--- src/rtl/mod_s2p.sv ---
// mod_s2p: transmit-side serial-to-symbol mapper for a 16QAM link.
//
// Serial bits are grouped LSB-first into nibbles. Each nibble is added
// (mod 16) into a running accumulator, and each accumulator half is
// Gray-mapped to a 2-bit level code. After start, a programmable number of
// reference symbols (accumulator = 0) is sent before data is accepted.
//
// Ports
//   clk_signal  in   bit-rate clock, rising edge
//   rst_n       in   asynchronous active-low reset
//   start       in   begin a burst (sampled in IDLE)
//   stop        in   end a burst (sampled in DATA)
//   signal      in   serial data bit
//   in_valid    in   signal carries a valid bit
//   in_ready    out  a bit is accepted this cycle (DATA only)
//   sym_i       out  I-axis Gray level code (registered)
//   sym_q       out  Q-axis Gray level code (registered)
//   sym_valid   out  one-cycle strobe: new symbol on sym_i/sym_q
//   busy        out  high in PREAMBLE or DATA
module mod_s2p #(
  parameter int unsigned PREAMBLE_SYMS = 2
) (
  input  logic       clk_signal,
  input  logic       rst_n,
  input  logic       start,
  input  logic       stop,
  input  logic       signal,
  input  logic       in_valid,
  output logic       in_ready,
  output logic [1:0] sym_i,
  output logic [1:0] sym_q,
  output logic       sym_valid,
  output logic       busy
);

  typedef enum logic [1:0] {
    S_IDLE,
    S_PRE,
    S_DATA
  } state_t;

  localparam logic [7:0] PRE_N = 8'(PREAMBLE_SYMS);

  state_t     state_q, state_d;
  logic [3:0] acc_q, acc_d;
  logic [1:0] bitcnt_q, bitcnt_d;
  logic [7:0] precnt_q, precnt_d;
  // Only the three low nibble bits need storage; bit 3 is taken live.
  logic [2:0] nib_q, nib_d;
  logic [1:0] sym_i_q, sym_i_d;
  logic [1:0] sym_q_q, sym_q_d;
  logic       sym_valid_q, sym_valid_d;
  logic [3:0] acc_sum;

  function automatic logic [1:0] gray2(input logic [1:0] b);
    return {b[1], b[1] ^ b[0]};
  endfunction

  assign acc_sum = acc_q + {signal, nib_q};

  always_comb begin
    state_d     = state_q;
    acc_d       = acc_q;
    bitcnt_d    = bitcnt_q;
    precnt_d    = precnt_q;
    nib_d       = nib_q;
    sym_i_d     = sym_i_q;
    sym_q_d     = sym_q_q;
    sym_valid_d = 1'b0;

    case (state_q)
      S_IDLE: begin
        if (start) begin
          acc_d    = '0;
          bitcnt_d = '0;
          precnt_d = '0;
          nib_d    = '0;
          state_d  = (PRE_N == 8'd0) ? S_DATA : S_PRE;
        end
      end

      S_PRE: begin
        bitcnt_d = bitcnt_q + 2'd1;
        // Emitting on the edge that makes bitcnt 3 keeps sym_valid high
        // during the bitcnt==3 cycle, i.e. one pulse per 4-cycle slot.
        if (bitcnt_q == 2'd2) begin
          sym_i_d     = 2'b00;
          sym_q_d     = 2'b00;
          sym_valid_d = 1'b1;
          precnt_d    = precnt_q + 8'd1;
          if (precnt_q + 8'd1 == PRE_N) begin
            state_d  = S_DATA;
            bitcnt_d = '0;
          end
        end
      end

      S_DATA: begin
        if (in_valid) begin
          bitcnt_d = bitcnt_q + 2'd1;
          if (bitcnt_q == 2'd3) begin
            acc_d       = acc_sum;
            sym_i_d     = gray2(acc_sum[3:2]);
            sym_q_d     = gray2(acc_sum[1:0]);
            sym_valid_d = 1'b1;
            nib_d       = '0;
          end else begin
            nib_d[bitcnt_q] = signal;
          end
        end
        // A completed nibble in the stop cycle is still emitted above;
        // any partial nibble is dropped here.
        if (stop) begin
          state_d  = S_IDLE;
          bitcnt_d = '0;
          nib_d    = '0;
        end
      end

      default: state_d = S_IDLE;
    endcase
  end

  always_ff @(posedge clk_signal or negedge rst_n) begin
    if (!rst_n) begin
      state_q     <= S_IDLE;
      acc_q       <= '0;
      bitcnt_q    <= '0;
      precnt_q    <= '0;
      nib_q       <= '0;
      sym_i_q     <= '0;
      sym_q_q     <= '0;
      sym_valid_q <= 1'b0;
    end else begin
      state_q     <= state_d;
      acc_q       <= acc_d;
      bitcnt_q    <= bitcnt_d;
      precnt_q    <= precnt_d;
      nib_q       <= nib_d;
      sym_i_q     <= sym_i_d;
      sym_q_q     <= sym_q_d;
      sym_valid_q <= sym_valid_d;
    end
  end

  assign in_ready  = (state_q == S_DATA);
  assign busy      = (state_q != S_IDLE);
  assign sym_i     = sym_i_q;
  assign sym_q     = sym_q_q;
  assign sym_valid = sym_valid_q;

endmodule

--- config.mk ---
export PLATFORM = sky130hd
export DESIGN_NAME = mod_s2p
export DESIGN_NICKNAME = d
export VERILOG_FILES = /design/src/rtl/mod_s2p.sv
export SDC_FILE = /design/constraint.sdc
export NUM_CORES = 1
export LEC_CHECK = 0
export ABC_AREA = 1
export CAP_MARGIN = 20
export CORE_UTILIZATION = 61
export CTS_BUF_LIST = sky130_fd_sc_hd__clkbuf_16
export CTS_CLUSTER_SIZE = 12
export DETAILED_ROUTE_END_ITERATION = 6
export PLACE_DENSITY = 0.83
export SKIP_CTS_REPAIR_TIMING = 1
export SLEW_MARGIN = 25
export SYNTH_ARGS = -nofsm -noshare
export SYNTH_HDL_FRONTEND = slang
export SYNTH_SLANG_ARGS = --single-unit
--- constraint.sdc ---
create_clock -name clk_signal -period 2.3 [get_ports clk_signal]
set_input_delay 0.575 -clock clk_signal [delete_from_list [all_inputs] [get_ports clk_signal]]
set_output_delay 0.575 -clock clk_signal [all_outputs]
set_load 0.01 [all_outputs]
-- Word level (Yosys, flattened, before mapping)
Index checks and enable logic that the tools add are counted.
- register bits: 24
- input port bits: 6
- output and inout bits: 7
- word-level logic and storage cells: 77
- add/sub/neg operators: 3
- order comparisons: 2
- equality and inequality tests: 12
- mux-type cells: 37
- bitwise operators: 2
- reductions and logical operators: 13
- operators with widths (kind ; count):
    2-bit two-way mux ; 14
    8-bit two-way mux ; 2
    8-bit case mux with 2 select lines ; 1
    3-bit two-way mux ; 4
    4-bit two-way mux ; 3
    2-bit case mux with 3 select lines ; 2
    4-bit AND reduction ; 3
    2-bit != test (second input constant) ; 5
    3-bit AND reduction ; 3
    8-bit by 1-bit adder with 8-bit output (second input constant) ; 1
    8-bit by 2-bit equality test with 1-bit output (second input constant) ; 1
    2-bit case mux with 2 select lines ; 2
    4-bit case mux with 2 select lines ; 1
    2-bit nonzero test ; 4
    2-bit equality test (second input constant) ; 3
    3-bit case mux with 2 select lines ; 1
    4-bit adder ; 1
    1-bit two-way mux ; 4
    3-bit bitwise mux ; 1
    2-bit by 3-bit < comparator with 1-bit output (second input constant) ; 1
    3-bit != test (second input constant) ; 1
    3-bit nonzero test ; 1
    2-bit by 1-bit adder with 2-bit output (second input constant) ; 1
    1-bit demux with 2-bit select ; 1
    7 further kinds ; 8

-- Logic depth before layout (Yosys ltp)
Gate-level depths: netlist of run 1.
- word-level depth: 9
- gate-level depth with buffers: 12
- gate-level depth less buffers: 12

-- Least setup slack after synthesis of run 1
No wires, ideal clock.
- kind: register to register
- start point: register state_q[0]
- end point: register nib_q[0]
- arrival time: 1520 ps
- required time: 2221 ps
- setup slack: 701 ps
- cell stages (with the launch flop): 10
- period minus slack after synthesis: 1599 ps
- cell sequence: dfrtp_1 -> inv_1 -> ha_1 -> inv_2 -> nor2_2 -> inv_2 -> nor2_2 -> nor2_1 -> o21ai_2 -> mux2i_1
- word-level cells in the longest chain between the ends: 3
- ends and longest elaborated chain (item ; line ; source):
    from (decl) ; 44 ; state_t state_q, state_d;
    from (signal assigned) ; 135 ; state_q <= state_d;
    2-bit equality test (*) ; - ;
    via in_ready ; 29 ; output logic in_ready,
    3-bit != test (no line) / 2-bit nonzero test (equally long branches) ; - ;
    3-bit AND reduction (no line) ; - ;
    to (signal assigned) ; 139 ; nib_q <= nib_d;
    to (decl) ; 49 ; logic [2:0] nib_q, nib_d;
The timed path passes the listed nets; every way through them passes the cells marked *.
A chain may end at the register's enable or synchronous reset.

-- Final worst setup path of run 1
- start point: register state_q[0]
- end point: output port busy
- word-level cells in the longest chain between the ends: 1
- ends and longest elaborated chain (item ; line ; source):
    2-bit nonzero test ; 147 ; assign busy = (state_q != S_IDLE);
    to (decl) ; 33 ; output logic busy
No other way between the ends.

==> results of run 1 <==
-- cell families after synthesis --
family          share of synthesized area
buf+inv                            0.0731
xor+xnor                           0.0341
fa+ha+maj                           0.119
mux                                0.0130
compound gates                      0.113
flops                               0.390
simple gates                        0.258
-- worst min-delay path by stage --
stage | to | slack (ns) | startpoint | cells past startpoint
floorplan | acc_q[0]$_DFFE_PN0P_ | 0.28 | rst_n | 0
global placement | sym_q[1]$_DFFE_PN0P_ | 0.46 | sym_q[1]$_DFFE_PN0P_ | 2
detailed placement | sym_q[1]$_DFFE_PN0P_ | 0.46 | sym_q[1]$_DFFE_PN0P_ | 2
CTS | sym_q[1]$_DFFE_PN0P_ | 0.47 | sym_q[1]$_DFFE_PN0P_ | 2
global route | sym_q[1]$_DFFE_PN0P_ | 0.49 | sym_q[1]$_DFFE_PN0P_ | 2
finish | sym_q[1]$_DFFE_PN0P_ | 0.47 | sym_q[1]$_DFFE_PN0P_ | 2
-- report_power, final --
| part | total (mW) | internal, mW | switching (mW) |
|---|---|---|---|
| Sequential | 0.549 | 0.490 | 0.0586 |
| Combinational | 0.695 | 0.280 | 0.416 |
| Clock | 0.369 | 0.230 | 0.139 |
| Total | 1.61 | 1.00 | 0.613 |
-- metal layers --
layer | up-vias | global-route usage | wire [µm]
li1 | 647 | - | -
met1 | 642 | 0.307 | 1430
met2 | 22 | 0.491 | 1590
met3 | 2 | 0.0406 | 74
met4 | 0 | 0.0702 | 16
met5 | - | 0 | 0
-- area by class of cell --
cell class / instances / share of cell area
tap: 28 / 0.0195
multi-input combinational: 135 / 0.459
inverter: 30 / 0.0625
sequential: 24 / 0.334
timing repair buffer: 16 / 0.0834
clock buffer: 3 / 0.0417
-- sequential cells by signal, summed over array words and instances (netlist names) --
signal / flops
state_q: 2
acc_q: 4
precnt_q: 8
sym_valid: 1
bitcnt_q: 2
sym_i: 2
nib_q: 3
sym_q: 2
-- cells in the final DEF, fill, tap and decap left out --
| cell | synthesis | routed |
|---|---|---|
| o31ai_1 | 1 | 1 |
| nor2_4 | 1 | 1 |
| ha_1 | 13 | 13 |
| nand2_1 | 49 | 49 |
| o21ai_0 | 10 | 10 |
| buf_4 | 0 | 4 |
| nand2_2 | 3 | 3 |
| o211ai_1 | 1 | 1 |
| dfrtp_1 | 24 | 24 |
| xnor2_1 | 2 | 2 |
| nor2_2 | 5 | 5 |
| inv_1 | 28 | 28 |
| xor2_1 | 4 | 4 |
| or2_2 | 1 | 1 |
| clkbuf_16 | 0 | 3 |
| nand4_1 | 3 | 3 |
| inv_2 | 2 | 2 |
| clkdlybuf4s50_1 | 0 | 12 |
| nand3_1 | 7 | 7 |
| mux2i_1 | 2 | 2 |
| o21ai_2 | 3 | 3 |
| or2_4 | 1 | 1 |
| a21oi_1 | 6 | 6 |
| nand3_2 | 5 | 5 |
| nor2_1 | 9 | 9 |
| o21bai_2 | 1 | 1 |
| fa_1 | 1 | 1 |
| o21ai_1 | 4 | 4 |
| o41ai_1 | 1 | 1 |
| o22ai_1 | 2 | 2 |
-- worst reg2reg max path: cells and delay by family, from the launching register on --
kind                     cells  cell delay (ns)
buffers and inverters        4             0.44
adder cells (fa/ha/maj)      1             0.21
flip-flops                   1             0.40
AND/OR/NAND/NOR              4             0.42
AO/OA/AOI/OAI                2             0.20
-- per-stage QoR --
step | setup slack (ns) | cells | util
2_1_floorplan | 0.701 | 189 | -
3_3_place_gp | 0.375 | 233 | 0.751
3_5_place_dp | 0.303 | 233 | 0.751
4_1_cts | 0.0909 | 236 | 0.784
5_1_grt | 0.00220 | 236 | 0.784
6_report | 0.0864 | 236 | 0.784
==> flow_summary.yaml, run 1 <==
cells_and_area:
  multi_input_area_um2: 827
  drive_gt1_frac: 0.139
  nets: 230
  area_growth_pct: 16.9
  fillers: 166
  final-seq-area_um2: 601
  final_cell_area_um2: 1800
  n_antenna_cell: 0
yosys:
  synth_edf_count: 0
  synth_top_cell_area_share: 0.390
  ys_types: 27
  synth_top_cell_by_area: "dfrtp_1"
  synth_area_leaders: "dfrtp_1 (39%), nand2_1 (12%), ha_1 (11%), inv_1 (6.8%), nand3_2 (3.2%)"
  ys_ff_latch: 24
  synthArstFlopShare: 1.00
  synthCells: 189
  synth_seq_area_share: 0.390
  syn_avg_cell_area_um2: 8.15
  synth_warnings: 0
  synth_most_common_cell: "nand2_1"
  synthTopCellsByCount: "nand2_1 (49), inv_1 (28), dfrtp_1 (24)"
  ys.flop_type: "dfrtp_1"
  synth_nets: 209
  netlist_area_um2: 1540
route:
  vias: 1313
  drcViolationCount: 0
  routed_via_density: 5.56
  drt_iter0_drc: 28
  wire_per_inst_um: 13.2
  firstDrtPassIters: 4
  ant_nets: 0
  wl_mm: 3.11
setup_path:
  path_depth: 4
  crit_path_frequent_cell: "inv_1"
  crit_end: "busy"
  startpoint: "state_q[0]$_DFFE_PN0P_"
  r2r-start: "state_q[0]$_DFFE_PN0P_"
  r2r_slack_ns: 0.50
  slowest_stage: "clkdlybuf4s50_1"
  crit_buf_inv: 3
  cp-end-kind: "output port"
  regToRegEndpoint: "nib_q[2]$_DFFE_PN0P_"
  cp-start-kind: "flip-flop"
  crit_fanout: 4
  cp_top_family: "buffers and inverters"
  crit_type: "flip-flop to output port"
  critPathArrivalTime_ns: 1.64
  ff2ff_path_depth: 11
  crit_chain: "inv_1 > ha_1 > inv_1 > clkdlybuf4s50_1"
  critPathMaxStageDelay_ns: 0.53
  crit_required_ns: 1.73
die:
  ios: 13
  start_util: 0.670
  dieArea_um2: 2730
  row_count: 17
  dieHeight_um: 52.3
  die_w_um: 52.3
  coreArea_um2: 2300
cts:
  clk_pin_slew_worst_paths_ns: 0.06
  cts_buffers: 3
  tritoncts: "done"
  clock_latency_ns: 0.25
  cts.sinks: 24
  h-tree-depth: 1
  clockBufferDepth: 2
  cts.root.buffer_cell: "clkbuf_16"
power:
  p_leak_nw: 0.874
  power.density_nw_per_um2: 896
  p_total_mw: 1.61
  peakVddDrop_mv: 0.642
placement:
  place_area_um2: 1730
  hpwl_mm: 2.41
  portBuffers: 12
  gp_congestion: 0.829
status:
  status: "complete, no violations"
flow_run:
  drv_cap: 0
sta:
  setup_viol: 0
  slew_headroom: 0.791
  rsz0062_at_grt: "no"
  hold_viol: 0
  slew_violations: 0
  finalCritPeriodShare: 0.962
  max_freq_mhz: 452
  tns_ns: 0
  hold_ws_ns: 0.471
  tightest_slew_ns: 0.309
  fin_worst_skew_ns: 0.00312
  finalWorstPathRequiredPeriod_ns: 2.21
global_routing:
  grt_pass1_vias: 1264
  gr-total-overflow: 0
  grt_max_degree: 25
  grt_pass1_wl_mm: 5.31
  antenna_found_initial: 0
  track_usage: 0.262
hold_path:
  hp-class: "flip-flop to flip-flop"
No activity file was read; power rests on OpenSTA's default activity.
==> run 2, diff against run 1 <==
Settings changed: PLACE_DENSITY 0.83 to 0.94.
==> run 2 against run 1 <==
Net effect:
- clock skew decreased by 0.00052 ns
- total power increased by 1.1%
- cell count unchanged
- routed wire length increased by 4.6%
- register-to-register slack got worse by 0.05 ns
- core utilization decreased by 0.16 points
- sequential cell count unchanged
- largest power group unchanged
- global-route usage increased by 2.2 points
- sequential share of layout area increased by 0.070 points
==> flow_summary.yaml, run 2 (synthesized netlist as in run 1, its figures left out) <==
status:
  status: "complete, no violations"
cells_and_area:
  nets: 229
  top_regs: "precnt_q (8), acc_q (4), nib_q (3)"
  regMostFlops: "precnt_q"
  drive_gt1_frac: 0.135
  final_cell_mix: "nand2_1 (49), inv_1 (28), dfrtp_1 (24)"
  final_common_cell: "nand2_1"
  largest_reg_flops: 8
  n_antenna_cell: 0
  multi_input_area_um2: 827
  area_growth_pct: 16.7
  instances_no_fill: 236
  fillers: 151
  final_cell_area_um2: 1800
  final-seq-area_um2: 601
route:
  wire_per_inst_um: 13.8
  routed_via_density: 5.64
  drcViolationCount: 0
  wl_mm: 3.26
  firstDrtPassIters: 4
  vias: 1330
  ant_nets: 0
  drt_iter0_drc: 47
power:
  power.density_nw_per_um2: 908
  p_leak_nw: 0.870
  p_total_mw: 1.63
  peakVddDrop_mv: 0.643
setup_path:
  crit_required_ns: 1.73
  r2r-start: "state_q[0]$_DFFE_PN0P_"
  critPathArrivalTime_ns: 1.63
  cp-start-kind: "flip-flop"
  startpoint: "state_q[0]$_DFFE_PN0P_"
  crit_fanout: 4
  crit_type: "flip-flop to output port"
  cp-end-kind: "output port"
sta:
  hold_viol: 0
  tns_ns: 0
  setup_viol: 0
  finalWorstPathRequiredPeriod_ns: 2.21
  slew_headroom: 0.670
  max_freq_mhz: 453
  rsz0062_at_grt: "no"
  slew_violations: 0
  final.setup.worst_slack_ns: 0.0916
  finalCritPeriodShare: 0.960
  tightest_slew_ns: 0.494
  fin_worst_skew_ns: 0.00260
hold_path:
  worstHoldStart: "sym_q[1]$_DFFE_PN0P_"
  hp-class: "flip-flop to flip-flop"
global_routing:
  grt_pass1_vias: 1265
  gr-total-overflow: 0
  grt_max_degree: 25
  grt_pass1_wl_mm: 5.62
  track_usage: 0.285
  antenna_found_initial: 0
cts:
  h-tree-depth: 1
  tritoncts: "done"
  clk_pin_slew_worst_paths_ns: 0.06
  cts.sinks: 24
  cts_buffers: 3
  cts.root.buffer_cell: "clkbuf_16"
  clock_latency_ns: 0.26
  clockBufferDepth: 2
placement:
  dp.cells: 232
  gp_congestion: 0.873
  place_area_um2: 1720
  portBuffers: 12
  dp_slack_ns: 0.280
  hpwl_mm: 2.40
die:
  row_count: 17
  dieArea_um2: 2730
  start_util: 0.670
  coreArea_um2: 2300
  ios: 13
  dieHeight_um: 52.3
  die_w_um: 52.3
flow_run:
  drv_cap: 0
## run 2: critical path, cell delays in order (launching register included)
cell             delay (ns)
dfrtp_1                0.40
inv_1                  0.09
ha_1                   0.26
inv_1                  0.09
clkdlybuf4s50_1        0.54
## run 2: power breakdown
part           switching, mW  total (mW)  internal [mW]
clock network          0.146       0.378          0.232
registers             0.0585       0.549          0.490
logic                  0.424       0.705          0.280
total                  0.628        1.63           1.00
## run 2: through the flow
stage	hold WS, ns	utilization
after floorplan	0.279	-
after global placement	0.458	0.748
after detailed placement	0.459	0.748
after CTS	0.473	0.782
after global routing	0.484	0.782
final	0.473	0.782
## run 2: worst paths after layout
kind	slack [ns]	endpoint	cells after the start
worst max-delay path	0.09	busy	4
worst min-delay path	0.47	sym_q[1]$_DFFE_PN0P_	2
worst max register to register	0.45	precnt_q[1]$_DFFE_PN0P_	8
worst min register to register	0.47	sym_q[1]$_DFFE_PN0P_	2
max in group asynchronous	1.39	sym_valid$_DFF_PN0_	2
min in group asynchronous	0.67	precnt_q[3]$_DFFE_PN0P_	2
## run 2: routing by layer
layer  share of wire  vias to the layer above  routed length (µm)  global-route usage
met5               0                        -                   0                   0
met3           0.037                        7                 119              0.0203
met2            0.51                       37                1670               0.483
met4           0.020                        0                  66               0.118
met1            0.43                      641                1400               0.374
li1                -                      645                   -                   -
## run 2: layout make-up
| cell class | count | share of cell area |
|---|---|---|
| clock inverters | 1 | 0.00209 |
| flip-flops and latches | 24 | 0.334 |
| well taps | 28 | 0.0195 |
| clock buffers | 3 | 0.0418 |
| inverters | 30 | 0.0627 |
| repair buffers | 15 | 0.0794 |
| multi-input cells | 135 | 0.460 |
==> run 3, diff against run 2 <==
Settings changed: CELL_PAD_IN_SITES_DETAIL_PLACEMENT set to 1, CELL_PAD_IN_SITES_GLOBAL_PLACEMENT set to 2, CORE_UTILIZATION 61 to 37, PLACE_DENSITY 0.94 to 0.95.
==> run 3 against run 2 <==
Net effect:
- largest cell class unchanged
- die area rose by 62%
- highest routed layer unchanged
- clock power rose by 3%
- critical path type unchanged
- final area rose by 2.4%
- via count fell by 3.7%
- cell count rose by 10%
- clock skew barely moved
- non-clock buffer count rose by 2
- global-route usage fell by 11 points
- core utilization fell by 32 points
- sequential share of layout area fell by 0.77 points
- register-to-register slack improved by 0.05 ns
==> flow_summary.yaml, run 3 (synthesized netlist as in run 1, its figures left out) <==
status:
  status: "complete, no violations"
cells_and_area:
  largest_reg_flops: 8
  fillers: 503
  nets: 231
  top_regs: "precnt_q (8), acc_q (4), nib_q (3)"
  final_cell_area_um2: 1840
  final-seq-area_um2: 601
  final_common_cell: "nand2_1"
  final_cell_mix: "nand2_1 (49), inv_1 (28), dfrtp_1 (24)"
  n_antenna_cell: 0
  multi_input_area_um2: 827
  regMostFlops: "precnt_q"
  drive_gt1_frac: 0.143
  area_growth_pct: 19.4
setup_path:
  crit_chain: "inv_1 > ha_1 > inv_1 > clkdlybuf4s50_1"
  crit_required_ns: 1.73
  critPathArrivalTime_ns: 1.62
  crit_type: "flip-flop to output port"
  critPathMaxStageDelay_ns: 0.53
  crit_fanout: 4
  cp_top_family: "buffers and inverters"
  slowest_stage: "clkdlybuf4s50_1"
  cp-end-kind: "output port"
  cp-start-kind: "flip-flop"
  crit_buf_inv: 3
  crit_path_frequent_cell: "inv_1"
sta:
  tightest_slew_ns: 0.323
  finalWorstPathRequiredPeriod_ns: 2.19
  max_freq_mhz: 456
  setup_viol: 0
  slew_violations: 0
  rsz0062_at_grt: "no"
  slew_headroom: 0.785
  fin_worst_skew_ns: 0.00250
  hold_viol: 0
  finalCritPeriodShare: 0.953
  tns_ns: 0
cts:
  h-tree-depth: 1
  clock_latency_ns: 0.26
  clk_pin_slew_worst_paths_ns: 0.06
  cts.sinks: 24
  cts_buffers: 3
  tritoncts: "done"
  clockBufferDepth: 2
  cts.root.buffer_cell: "clkbuf_16"
global_routing:
  grt_pass1_vias: 1257
  track_usage: 0.171
  gr-total-overflow: 0
  antenna_found_initial: 0
  grt_pass1_wl_mm: 5.73
  grt_max_degree: 25
die:
  dieHeight_um: 66.5
  ios: 13
  row_count: 23
  die_w_um: 66.5
  dieArea_um2: 4420
  coreArea_um2: 4000
  start_util: 0.385
placement:
  place_area_um2: 1750
  hpwl_mm: 2.63
  gp_congestion: 0.739
  portBuffers: 12
flow_run:
  drv_cap: 0
route:
  drt_iter0_drc: 55
  drcViolationCount: 0
  vias: 1281
  routed_via_density: 4.93
  ant_nets: 0
  firstDrtPassIters: 3
  wire_per_inst_um: 13.0
  wl_mm: 3.37
power:
  p_leak_nw: 0.881
  peakVddDrop_mv: 0.399
  power.density_nw_per_um2: 891
hold_path:
  hp-class: "flip-flop to flip-flop"
## run 3: final cells by class
type,count,area share
multi-input combinational,135,0.450
sequential,24,0.327
timing repair buffer,17,0.0857
inverter,30,0.0612
clock buffer,3,0.0408
tap,50,0.0340
clock inverter,1,0.00204
## run 3: stage by stage
step | setup WS, ns | hold WS [ns] | instances | utilization | power, mW
floorplan | 0.701 | 0.279 | 189 | - | 1.01
global placement | 0.344 | 0.469 | 255 | 0.438 | 1.23
detailed placement | 0.325 | 0.465 | 255 | 0.438 | 1.25
CTS | 0.0774 | 0.481 | 259 | 0.458 | 1.64
global route | 0.0192 | 0.523 | 260 | 0.460 | 1.76
finish | 0.107 | 0.472 | 260 | 0.460 | 1.64
## run 3: power by group
group | total [mW] | switching, mW | internal (mW)
clock | 0.389 | 0.156 | 0.233
combinational | 0.705 | 0.416 | 0.288
sequential | 0.545 | 0.0547 | 0.490
## run 3: final timing paths
check                                            end  cells past startpoint                    from  slack [ns]
worst max-delay path                            busy                      4  state_q[1]$_DFFE_PN0P_        0.11
worst min-delay path            sym_q[1]$_DFFE_PN0P_                      2    sym_q[1]$_DFFE_PN0P_        0.47
worst max register to register  nib_q[1]$_DFFE_PN0P_                     10  state_q[0]$_DFFE_PN0P_        0.50
worst min register to register  sym_q[1]$_DFFE_PN0P_                      2    sym_q[1]$_DFFE_PN0P_        0.47
max in group asynchronous       nib_q[1]$_DFFE_PN0P_                      2                   rst_n        1.38
min in group asynchronous       acc_q[3]$_DFFE_PN0P_                      2                   rst_n        0.67
## run 3: metal layers
layer	GRT usage	vias up	wire length (µm)	share of wire
met5	0	-	0	0
met4	0.0585	0	48	0.014
met3	0.0171	5	65	0.019
met2	0.273	13	1510	0.45
met1	0.240	614	1750	0.52
li1	-	649	-	-
## run 3: tightest hold or removal path, delay by kind of cell (launching register included)
kind | cells | cell delay, ns
DFF | 1 | 0.34
and+or+nand+nor | 2 | 0.09
